$ cat src/rtl/ps2_host_pkg.sv
// Shared types and defaults for the PS/2 host-to-device transmit path.
package ps2_host_pkg;

    typedef enum logic [2:0] {
        IDLE,
        INHIBIT,
        REQ,
        WAIT_START,
        SHIFT,
        WAIT_IDLE,
        FAIL
    } state_t;

    localparam logic [1:0] ERR_NONE  = 2'b00;
    localparam logic [1:0] ERR_START = 2'b01;
    localparam logic [1:0] ERR_BIT   = 2'b10;
    localparam logic [1:0] ERR_NOACK = 2'b11;

    localparam int TIMER_W = 20;

    // 50 MHz defaults: 120 us inhibit, 2 us request, 15 ms start window, 2 ms per bit
    localparam int DEF_INHIBIT_CYCLES = 6000;
    localparam int DEF_REQ_CYCLES     = 100;
    localparam int DEF_START_TIMEOUT  = 750000;
    localparam int DEF_BIT_TIMEOUT    = 100000;

    function automatic logic odd_parity(input logic [7:0] d);
        return ~^d;
    endfunction

endpackage

$ cat src/rtl/ps2_sync_edge.sv
// 2-FF synchronizer for a raw PS/2 pin with a one-cycle falling-edge flag.
// Edge flag appears two clocks after the pin change; no backpressure.
module ps2_sync_edge (
    input  logic clk,
    input  logic reset,
    input  logic pin,
    output logic level,
    output logic fall
);

    logic meta;
    logic sync;
    logic prev;

    // Idle PS/2 lines float high, so reset to 1 avoids a false edge.
    always_ff @(posedge clk) begin
        if (reset) begin
            meta <= 1'b1;
            sync <= 1'b1;
            prev <= 1'b1;
        end else begin
            meta <= pin;
            sync <= meta;
            prev <= sync;
        end
    end

    assign level = sync;
    assign fall  = prev & ~sync;

endmodule

$ cat src/rtl/ps2_host_tx.sv
// PS/2 host-to-device command sender: inhibit, request-to-send, clocked-out frame, ack check.
// Accepts one byte only in IDLE (cmd_ready); transfer time is set by the device clock.
module ps2_host_tx
    import ps2_host_pkg::*;
#(
    parameter int INHIBIT_CYCLES = DEF_INHIBIT_CYCLES,
    parameter int REQ_CYCLES     = DEF_REQ_CYCLES,
    parameter int START_TIMEOUT  = DEF_START_TIMEOUT,
    parameter int BIT_TIMEOUT    = DEF_BIT_TIMEOUT
) (
    input  logic       CLOCK_50,
    input  logic       reset,
    input  logic [7:0] cmd_data,
    input  logic       cmd_valid,
    output logic       cmd_ready,
    input  logic       ps2_clk_in,
    input  logic       ps2_dat_in,
    output logic       ps2_clk_oe,
    output logic       ps2_dat_oe,
    output logic       busy,
    output logic       done,
    output logic       error,
    output logic [1:0] err_code
);

    localparam logic [TIMER_W-1:0] INH_LAST   = TIMER_W'(INHIBIT_CYCLES - 1);
    localparam logic [TIMER_W-1:0] REQ_LAST   = TIMER_W'(REQ_CYCLES - 1);
    localparam logic [TIMER_W-1:0] START_LAST = TIMER_W'(START_TIMEOUT - 1);
    localparam logic [TIMER_W-1:0] BIT_LAST   = TIMER_W'(BIT_TIMEOUT - 1);

    state_t               state, state_nxt;
    logic [TIMER_W-1:0]   timer, timer_nxt;
    logic [7:0]           sr, sr_nxt;
    logic                 parity, parity_nxt;
    logic [3:0]           bitcnt, bitcnt_nxt;
    logic                 dat_drive, dat_drive_nxt;
    logic [1:0]           err_q, err_nxt;
    logic                 done_q;

    logic clk_level;
    logic clk_fall;
    logic dat_level;
    logic dat_fall_unused;

    ps2_sync_edge u_clk_sync (
        .clk   (CLOCK_50),
        .reset (reset),
        .pin   (ps2_clk_in),
        .level (clk_level),
        .fall  (clk_fall)
    );

    ps2_sync_edge u_dat_sync (
        .clk   (CLOCK_50),
        .reset (reset),
        .pin   (ps2_dat_in),
        .level (dat_level),
        .fall  (dat_fall_unused)
    );

    always_ff @(posedge CLOCK_50) begin
        if (reset) begin
            state     <= IDLE;
            timer     <= '0;
            sr        <= '0;
            parity    <= 1'b0;
            bitcnt    <= '0;
            dat_drive <= 1'b0;
            err_q     <= ERR_NONE;
            done_q    <= 1'b0;
        end else begin
            state     <= state_nxt;
            timer     <= timer_nxt;
            sr        <= sr_nxt;
            parity    <= parity_nxt;
            bitcnt    <= bitcnt_nxt;
            dat_drive <= dat_drive_nxt;
            err_q     <= err_nxt;
            done_q    <= (state == WAIT_IDLE) && (state_nxt == IDLE);
        end
    end

    always_comb begin
        state_nxt     = state;
        timer_nxt     = timer + TIMER_W'(1);
        sr_nxt        = sr;
        parity_nxt    = parity;
        bitcnt_nxt    = bitcnt;
        dat_drive_nxt = dat_drive;
        err_nxt       = err_q;

        case (state)
            IDLE: begin
                if (cmd_valid) begin
                    sr_nxt        = cmd_data;
                    parity_nxt    = odd_parity(cmd_data);
                    err_nxt       = ERR_NONE;
                    bitcnt_nxt    = '0;
                    dat_drive_nxt = 1'b0;
                    state_nxt     = INHIBIT;
                end
            end
            INHIBIT: begin
                if (timer == INH_LAST) state_nxt = REQ;
            end
            REQ: begin
                if (timer == REQ_LAST) state_nxt = WAIT_START;
            end
            WAIT_START: begin
                if (clk_fall) begin
                    dat_drive_nxt = ~sr[0];
                    bitcnt_nxt    = 4'd1;
                    state_nxt     = SHIFT;
                end else if (timer == START_LAST) begin
                    err_nxt   = ERR_START;
                    state_nxt = FAIL;
                end
            end
            SHIFT: begin
                // New data is registered off the edge flag, so it moves while the device holds clock low.
                if (clk_fall) begin
                    timer_nxt  = '0;
                    bitcnt_nxt = bitcnt + 4'd1;
                    if (bitcnt < 4'd8) begin
                        dat_drive_nxt = ~sr[bitcnt[2:0]];
                    end else if (bitcnt == 4'd8) begin
                        dat_drive_nxt = ~parity;
                    end else if (bitcnt == 4'd9) begin
                        dat_drive_nxt = 1'b0;
                    end else if (!dat_level) begin
                        state_nxt = WAIT_IDLE;
                    end else begin
                        err_nxt   = ERR_NOACK;
                        state_nxt = FAIL;
                    end
                end else if (timer == BIT_LAST) begin
                    err_nxt   = ERR_BIT;
                    state_nxt = FAIL;
                end
            end
            WAIT_IDLE: begin
                if (clk_level && dat_level) begin
                    state_nxt = IDLE;
                end else if (timer == BIT_LAST) begin
                    err_nxt   = ERR_BIT;
                    state_nxt = FAIL;
                end
            end
            FAIL: begin
                state_nxt = IDLE;
            end
            default: begin
                state_nxt = IDLE;
            end
        endcase

        if (state_nxt != state) timer_nxt = '0;
    end

    assign cmd_ready  = (state == IDLE);
    assign busy       = (state != IDLE);
    assign ps2_clk_oe = (state == INHIBIT) || (state == REQ);
    assign ps2_dat_oe = (state == REQ) || (state == WAIT_START) || ((state == SHIFT) && dat_drive);
    assign done       = done_q;
    assign error      = (state == FAIL);
    assign err_code   = err_q;

endmodule

$ cat config.mk
export PLATFORM = sky130hd
export DESIGN_NAME = ps2_host_tx
export DESIGN_NICKNAME = d
export VERILOG_FILES = /design/src/rtl/ps2_host_pkg.sv /design/src/rtl/ps2_sync_edge.sv /design/src/rtl/ps2_host_tx.sv
export SDC_FILE = /design/constraint.sdc
export NUM_CORES = 1
export LEC_CHECK = 0
export ABC_CLOCK_PERIOD_IN_PS = 3300
export CELL_PAD_IN_SITES_DETAIL_PLACEMENT = 0
export CELL_PAD_IN_SITES_GLOBAL_PLACEMENT = 1
export CORE_UTILIZATION = 30
export DETAILED_ROUTE_END_ITERATION = 6
export DONT_BUFFER_PORTS = 1
export GPL_TIMING_DRIVEN = 0
export PLACE_DENSITY = 0.58
export SETUP_SLACK_MARGIN = 0.5
export SLEW_MARGIN = 25
export SYNTH_ARGS = -nofsm -noshare
export SYNTH_HDL_FRONTEND = slang
export SYNTH_SLANG_ARGS = --single-unit
$ cat constraint.sdc
create_clock -name CLOCK_50 -period 3.3 [get_ports CLOCK_50]
set_input_delay 0.33 -clock CLOCK_50 [delete_from_list [all_inputs] [get_ports CLOCK_50]]
set_output_delay 0.33 -clock CLOCK_50 [all_outputs]
set_load 0.03 [all_outputs]
==> results of run 1 <==
path summary, 6_finish.rpt:
path | start | endpoint | cells after the start
worst max register to register | timer[13]$_SDFF_PP0_ | timer[12]$_SDFF_PP0_ | 6
worst max-delay path | timer[13]$_SDFF_PP0_ | timer[12]$_SDFF_PP0_ | 6
worst min register to register | u_dat_sync.meta$_SDFF_PP1_ | u_dat_sync.level$_SDFF_PP1_ | 1
worst min-delay path | reset | done$_SDFF_PP0_ | 1
sequential cells by signal (all words and copies together), names as in the netlist:
signal	count
bitcnt	4
u_dat_sync.level	1
parity	1
u_clk_sync.meta	1
u_clk_sync.prev	1
timer	20
u_dat_sync.meta	1
sr	8
done	1
u_clk_sync.level	1
state	3
err_code	2
dat_drive	1
logic make-up after synthesis:
family	share of synthesized area, %
XOR/XNOR	9.52
AO/OA/AOI/OAI	13.5
flip-flops	35.0
AND/OR/NAND/NOR	32.5
multiplexers	1.75
adder cells (fa/ha/maj)	1.94
buffers and inverters	5.88
metrics by stage:
| step | hold slack (ns) | util [%] | instance area (sq um) |
|---|---|---|---|
| 2_1_floorplan | 0.389 | - | 2570 |
| 3_3_place_gp | 0.396 | 32.8 | 2710 |
| 3_5_place_dp | 0.397 | 32.8 | 2710 |
| 4_1_cts | 0.0927 | 34.2 | 2830 |
| 5_1_grt | 0.0892 | 34.3 | 2830 |
| 6_report | 0.101 | 34.3 | 2830 |
power by group through the flow:
stage          Combinational (mW)  Sequential, mW  Clock (mW)
6_report                    0.115           0.572       0.436
2_1_floorplan              0.0925           0.581           0
5_1_grt                     0.128           0.575       0.478
4_1_cts                     0.117           0.572       0.456
3_3_place_gp                0.117           0.585           0
3_5_place_dp                0.117           0.585           0
layout make-up:
class	instances	area (sq um)	share of cell area, %
clock inverter	1	30.0	1.06
multi-input combinational	230	1530	54.1
tap	105	131	4.64
sequential	45	901	31.8
clock buffer	7	86.3	3.05
inverter	12	45.0	1.59
buffer	17	106	3.75
worst max-delay path, cell delays in order, from the launching register on:
cell,delay (ns)
dfxtp_1,0.36
or4_4,0.57
or4_4,0.53
or4_4,0.56
a21oi_4,0.22
buf_6,0.18
nor4_1,0.05
cells in the mapped netlist, types with 3 or more instances:
master / n / area, sq um
inv_1: 12 / 45.0
ha_1: 4 / 50.1
nand3b_1: 4 / 30.0
xor2_1: 6 / 52.6
nor3_1: 21 / 105
buf_2: 3 / 15.0
a21o_1: 3 / 22.5
clkbuf_1: 7 / 26.3
buf_6: 4 / 45.0
nand3_1: 10 / 50.1
xnor2_1: 22 / 193
nor2_1: 13 / 48.8
o21ai_0: 3 / 15.0
nand2_1: 34 / 128
or2_2: 6 / 37.5
nor4_1: 23 / 144
or3_1: 3 / 18.8
a21oi_1: 20 / 100
or4_4: 3 / 33.8
dfxtp_1: 45 / 901
nand2b_1: 5 / 31.3
metal layers:
layer,vias to the layer above,global-route usage [%]
li1,1115,-
met3,7,2.66
met5,-,0
met4,0,4.04
met2,26,26.6
met1,1043,21.7
repair_timing:
action	CTS	global route
resized for setup	0	1
endpoints found under the setup margin	0	20
setup buffers	0	0
==> impl_metrics.json, run 1 <==
{
  "total_power_mw": 1.12,
  "p_int_uw": 852,
  "dp_hpwl_microns": 4950,
  "finalWeightedCongestion": 0.764,
  "start_kind": "register",
  "grt_pass1_wl_microns": 11200,
  "fin_crit_sh_pct": 78.5,
  "drtAntennaViolNets": 0,
  "final_common_cell": "dfxtp_1",
  "wl_met1_microns": 3240,
  "setup_ws_ns": 0.708,
  "core_sq_um": 8260,
  "netlist_instances": 304,
  "antenna_cells": 0,
  "wl_met2_microns": 3100,
  "grt_util_all_layers_pct": 16.1,
  "drc": 0,
  "highest_layer": "met4",
  "achievable-frequency_mhz": 386,
  "ys_warn_count": 0,
  "clkTransAtPathRegs_ns": 0.08,
  "num_vias": 2191,
  "clk_latency_ns": 0.30,
  "num_rows": 33,
  "start_util_pct": 31.2,
  "placed_cells": 409,
  "slew_headroom_pct": 51.4,
  "synth_cell_types": 62,
  "worstPathArrival_ns": 2.77,
  "grt_max_degree": 14,
  "port_buffers": 0,
  "vdd_ir_drop_max_v": 0.000131,
  "die_area_sq_um": 8960,
  "crit_path_end_kind": "register",
  "final_cell_mix": "dfxtp_1 (45), nand2_1 (34), nor4_1 (23)",
  "syn_area_sq_um": 2570,
  "setup_viol": 0,
  "p_sw_share_pct": 24.2,
  "p_leak_nw": 0.899,
  "yosysSeqAreaShare_pct": 35.0,
  "worst_slew_pin_slew_ns": 0.725,
  "post-place-ws_ns": 0.660,
  "syn2layout_area_growth_pct": 10.0,
  "numCtsBuffers": 5,
  "antenna_found_initial": 0,
  "die_w_microns": 94.6,
  "hold_viol": 0,
  "setup-tns-final_ns": 0,
  "grt_pass1_vias": 2165,
  "cts-hold-fix-buffers": 0,
  "routed_wl_microns": 6550,
  "drive_gt1_share_pct": 12.8,
  "p_sw_uw": 272,
  "fillers": 904,
  "pin_count": 21,
  "drtPass1Iterations": 4,
  "status": "finished, final reports clean",
  "drt-vias-per-instance": 5.25,
  "synthArstFlopShare_pct": 0,
  "drv_slew": 0,
  "drtIter0Drc": 85,
  "wl_per_cell_microns": 15.7,
  "grt_overflow": 0,
  "cts_tree": "done",
  "clockBufferDepth": 2,
  "finalClockSkew_ns": 0.0121,
  "powerDensity_nw_per_um2": 397,
  "clkPwrFrac_pct": 38.8,
  "fin_nets": 328,
  "regToRegSetupSlack_ns": 0.71,
  "ys_ff_latch": 45,
  "synthFlopType": "dfxtp_1",
  "crit_required_ns": 3.48,
  "cap_violations": 0,
  "path_class": "register to register",
  "finalNonFillerCells": 417,
  "synth_nets": 321,
  "hp-class": "input port to register",
  "cts_max_level": 2,
  "synth_edf_count": 0,
  "cts_root_buf": "clkbuf_8",
  "finalCriticalPeriod_ns": 2.59,
  "critPathMaxFanout": 10,
  "met3_length_microns": 147,
  "rsz0062_at_grt": "false",
  "die_height_microns": 94.6,
  "p_comb_share_pct": 10.2,
  "avgSynthCellArea_sq_um": 8.47,
  "cts_sinks": 45,
  "p_seq_share_pct": 50.9
}
Power figures use the tool's default switching activity.
==> run 2: changes to the inputs <==
--- a/config.mk
+++ b/config.mk
@@ -5,7 +5,7 @@
 export SDC_FILE = /design/constraint.sdc
 export NUM_CORES = 1
 export LEC_CHECK = 0
-export ABC_CLOCK_PERIOD_IN_PS = 3300
+export ABC_CLOCK_PERIOD_IN_PS = 2700
 export CELL_PAD_IN_SITES_DETAIL_PLACEMENT = 0
 export CELL_PAD_IN_SITES_GLOBAL_PLACEMENT = 1
 export CORE_UTILIZATION = 30
==> constraint.sdc (replaced) <==
create_clock -name CLOCK_50 -period 2.7 [get_ports CLOCK_50]
set_input_delay 0.27 -clock CLOCK_50 [delete_from_list [all_inputs] [get_ports CLOCK_50]]
set_output_delay 0.27 -clock CLOCK_50 [all_outputs]
set_load 0.03 [all_outputs]
==> run 2 against run 1 <==
  * Worst hold slack got worse by 0.069 ns
  * Clock power is 8.0% higher
  * Critical endpoint is now timer[3]$_SDFF_PP0_
  * Sequential power rose by 22%
  * Critical path type unchanged
==> impl_metrics.json, run 2 (synthesis results as in run 1) <==
{
  "setup_viol": 0,
  "start_util_pct": 31.2,
  "largest_register_ffs": 20,
  "numCtsBuffers": 5,
  "grt_max_degree": 14,
  "p_int_uw": 984,
  "final_common_cell": "dfxtp_1",
  "clkTransAtPathRegs_ns": 0.09,
  "startpoint": "timer[17]$_SDFF_PP0_",
  "path_class": "register to register",
  "drtAntennaViolNets": 0,
  "grt_overflow": 0,
  "die_w_microns": 94.6,
  "hold_viol": 0,
  "hold-path-cell-count": 1,
  "cts_max_level": 2,
  "clockBufferDepth": 2,
  "achievable-frequency_mhz": 423,
  "antenna_found_initial": 0,
  "cts_sinks": 45,
  "reg2regPathDepth": 6,
  "total_power_mw": 1.33,
  "core_sq_um": 8260,
  "num_rows": 33,
  "finalWeightedCongestion": 0.756,
  "drtPass1Iterations": 4,
  "cap_violations": 0,
  "crit_required_ns": 2.89,
  "hold-path-endpoint": "done$_SDFF_PP0_",
  "antenna_cells": 0,
  "largest-register": "timer",
  "p_sw_share_pct": 26.2,
  "port_buffers": 0,
  "drtIter0Drc": 89,
  "final_cell_mix": "dfxtp_1 (41), nand2_1 (34), xnor2_1 (22)",
  "clkPwrFrac_pct": 35.3,
  "die_area_sq_um": 8960,
  "worstPathArrival_ns": 2.56,
  "fin_crit_sh_pct": 87.6,
  "routed_wl_microns": 6890,
  "p_comb_share_pct": 12.2,
  "p_seq_share_pct": 52.5,
  "setup-tns-final_ns": 0,
  "drive_gt1_share_pct": 21.7,
  "hp-class": "input port to register",
  "pin_count": 21,
  "powerDensity_nw_per_um2": 439,
  "grt_util_all_layers_pct": 16.3,
  "critPathMaxFanout": 3,
  "drv_slew": 0,
  "rsz0062_at_grt": "true",
  "p_sw_uw": 349,
  "start_kind": "register",
  "slew_headroom_pct": 67.1,
  "die_height_microns": 94.6,
  "status": "finished, final reports clean",
  "drc": 0,
  "fin_nets": 338,
  "p_leak_nw": 0.991,
  "grt_pass1_wl_microns": 11100,
  "vdd_ir_drop_max_v": 0.000218,
  "r2r_start": "timer[17]$_SDFF_PP0_",
  "r2r-end": "timer[3]$_SDFF_PP0_",
  "syn2layout_area_growth_pct": 17.9,
  "num_vias": 2295,
  "cts_root_buf": "clkbuf_8",
  "cts_tree": "done",
  "cts-hold-fix-buffers": 0,
  "finalCriticalPeriod_ns": 2.37,
  "dp_hpwl_microns": 4970,
  "finalClockSkew_ns": 0.00628,
  "regToRegSetupSlack_ns": 0.33,
  "drt-vias-per-instance": 5.37,
  "wl_per_cell_microns": 16.1,
  "crit_path_end_kind": "register",
  "largestRegisters": "timer (20), sr (8), bitcnt (4)",
  "grt_pass1_vias": 2157,
  "clk_latency_ns": 0.30,
  "hp-start": "reset",
  "worst_slew_pin_slew_ns": 0.494
}
==> run 2: cell count changes in the layout (fill, tap and decap cells not counted), sizes merged <==
cell / before / now
clkinv: 0 / 1
bufinv: 1 / 0
clkbuf: 16 / 17
buf: 8 / 17
==> run 2: power by group through the flow <==
stage | Combinational (mW) | Clock, mW | Sequential, mW
after floorplan | 0.114 | 0 | 0.710
after global placement | 0.143 | 0 | 0.715
after detailed placement | 0.143 | 0 | 0.715
after CTS | 0.154 | 0.492 | 0.700
after global routing | 0.180 | 0.516 | 0.704
final | 0.163 | 0.471 | 0.700
==> run 2: worst max-delay path, cell delays in order (launching register included) <==
cell,delay (ns)
dfxtp_2,0.33
or4_4,0.53
or4_4,0.44
or4_4,0.53
a21oi_4,0.22
buf_4,0.16
nor4_1,0.04
==> run 2: worst max path at each step <==
stage | to | slack [ns] | cells past startpoint
global route | timer[3]$_SDFF_PP0_ | 0.27 | 6
CTS | timer[1]$_SDFF_PP0_ | 0.32 | 6
finish | timer[3]$_SDFF_PP0_ | 0.33 | 6
floorplan | timer[12]$_SDFF_PP0_ | 0.42 | 6
detailed placement | timer[18]$_SDFF_PP0_ | 0.04 | 7
global placement | timer[12]$_SDFF_PP0_ | -0.02 | 7
==> run 2: what timing repair did <==
action	CTS	global route
gates resized for setup	22	14
pin swaps	5	3
endpoints found under the setup margin	26	26
cloned	2	1
setup buffers	6	1
==> run 2: per-stage QoR <==
stage / hold WS (ns) / worst slack [ns] / area [sq um] / utilization [%] / instances
floorplan: 0.347 / 0.422 / 2580 / - / 304
global placement: 0.352 / -0.0160 / 2710 / 32.8 / 409
detailed placement: 0.352 / 0.0400 / 2710 / 32.8 / 409
CTS: 0.0206 / 0.321 / 2960 / 35.9 / 425
global route: 0.0136 / 0.273 / 3040 / 36.8 / 427
finish: 0.0325 / 0.335 / 3040 / 36.8 / 427
==> run 2: routing by layer <==
layer	up-vias	track usage [%]	share of wire, %
li1	1136	-	-
met1	1113	21.2	47
met2	38	27.2	48
met3	8	3.22	3.4
met4	0	4.92	1.3
met5	-	0	0
==> run 2: final cells by class <==
class | count | area, sq um
timing repair buffer | 10 | 97.6
buffer | 17 | 123
tap | 105 | 131
multi-input combinational | 230 | 1630
sequential | 45 | 906
clock inverter | 1 | 5.00
inverter | 12 | 45.0
fill | 881 | 5220
clock buffer | 7 | 96.3
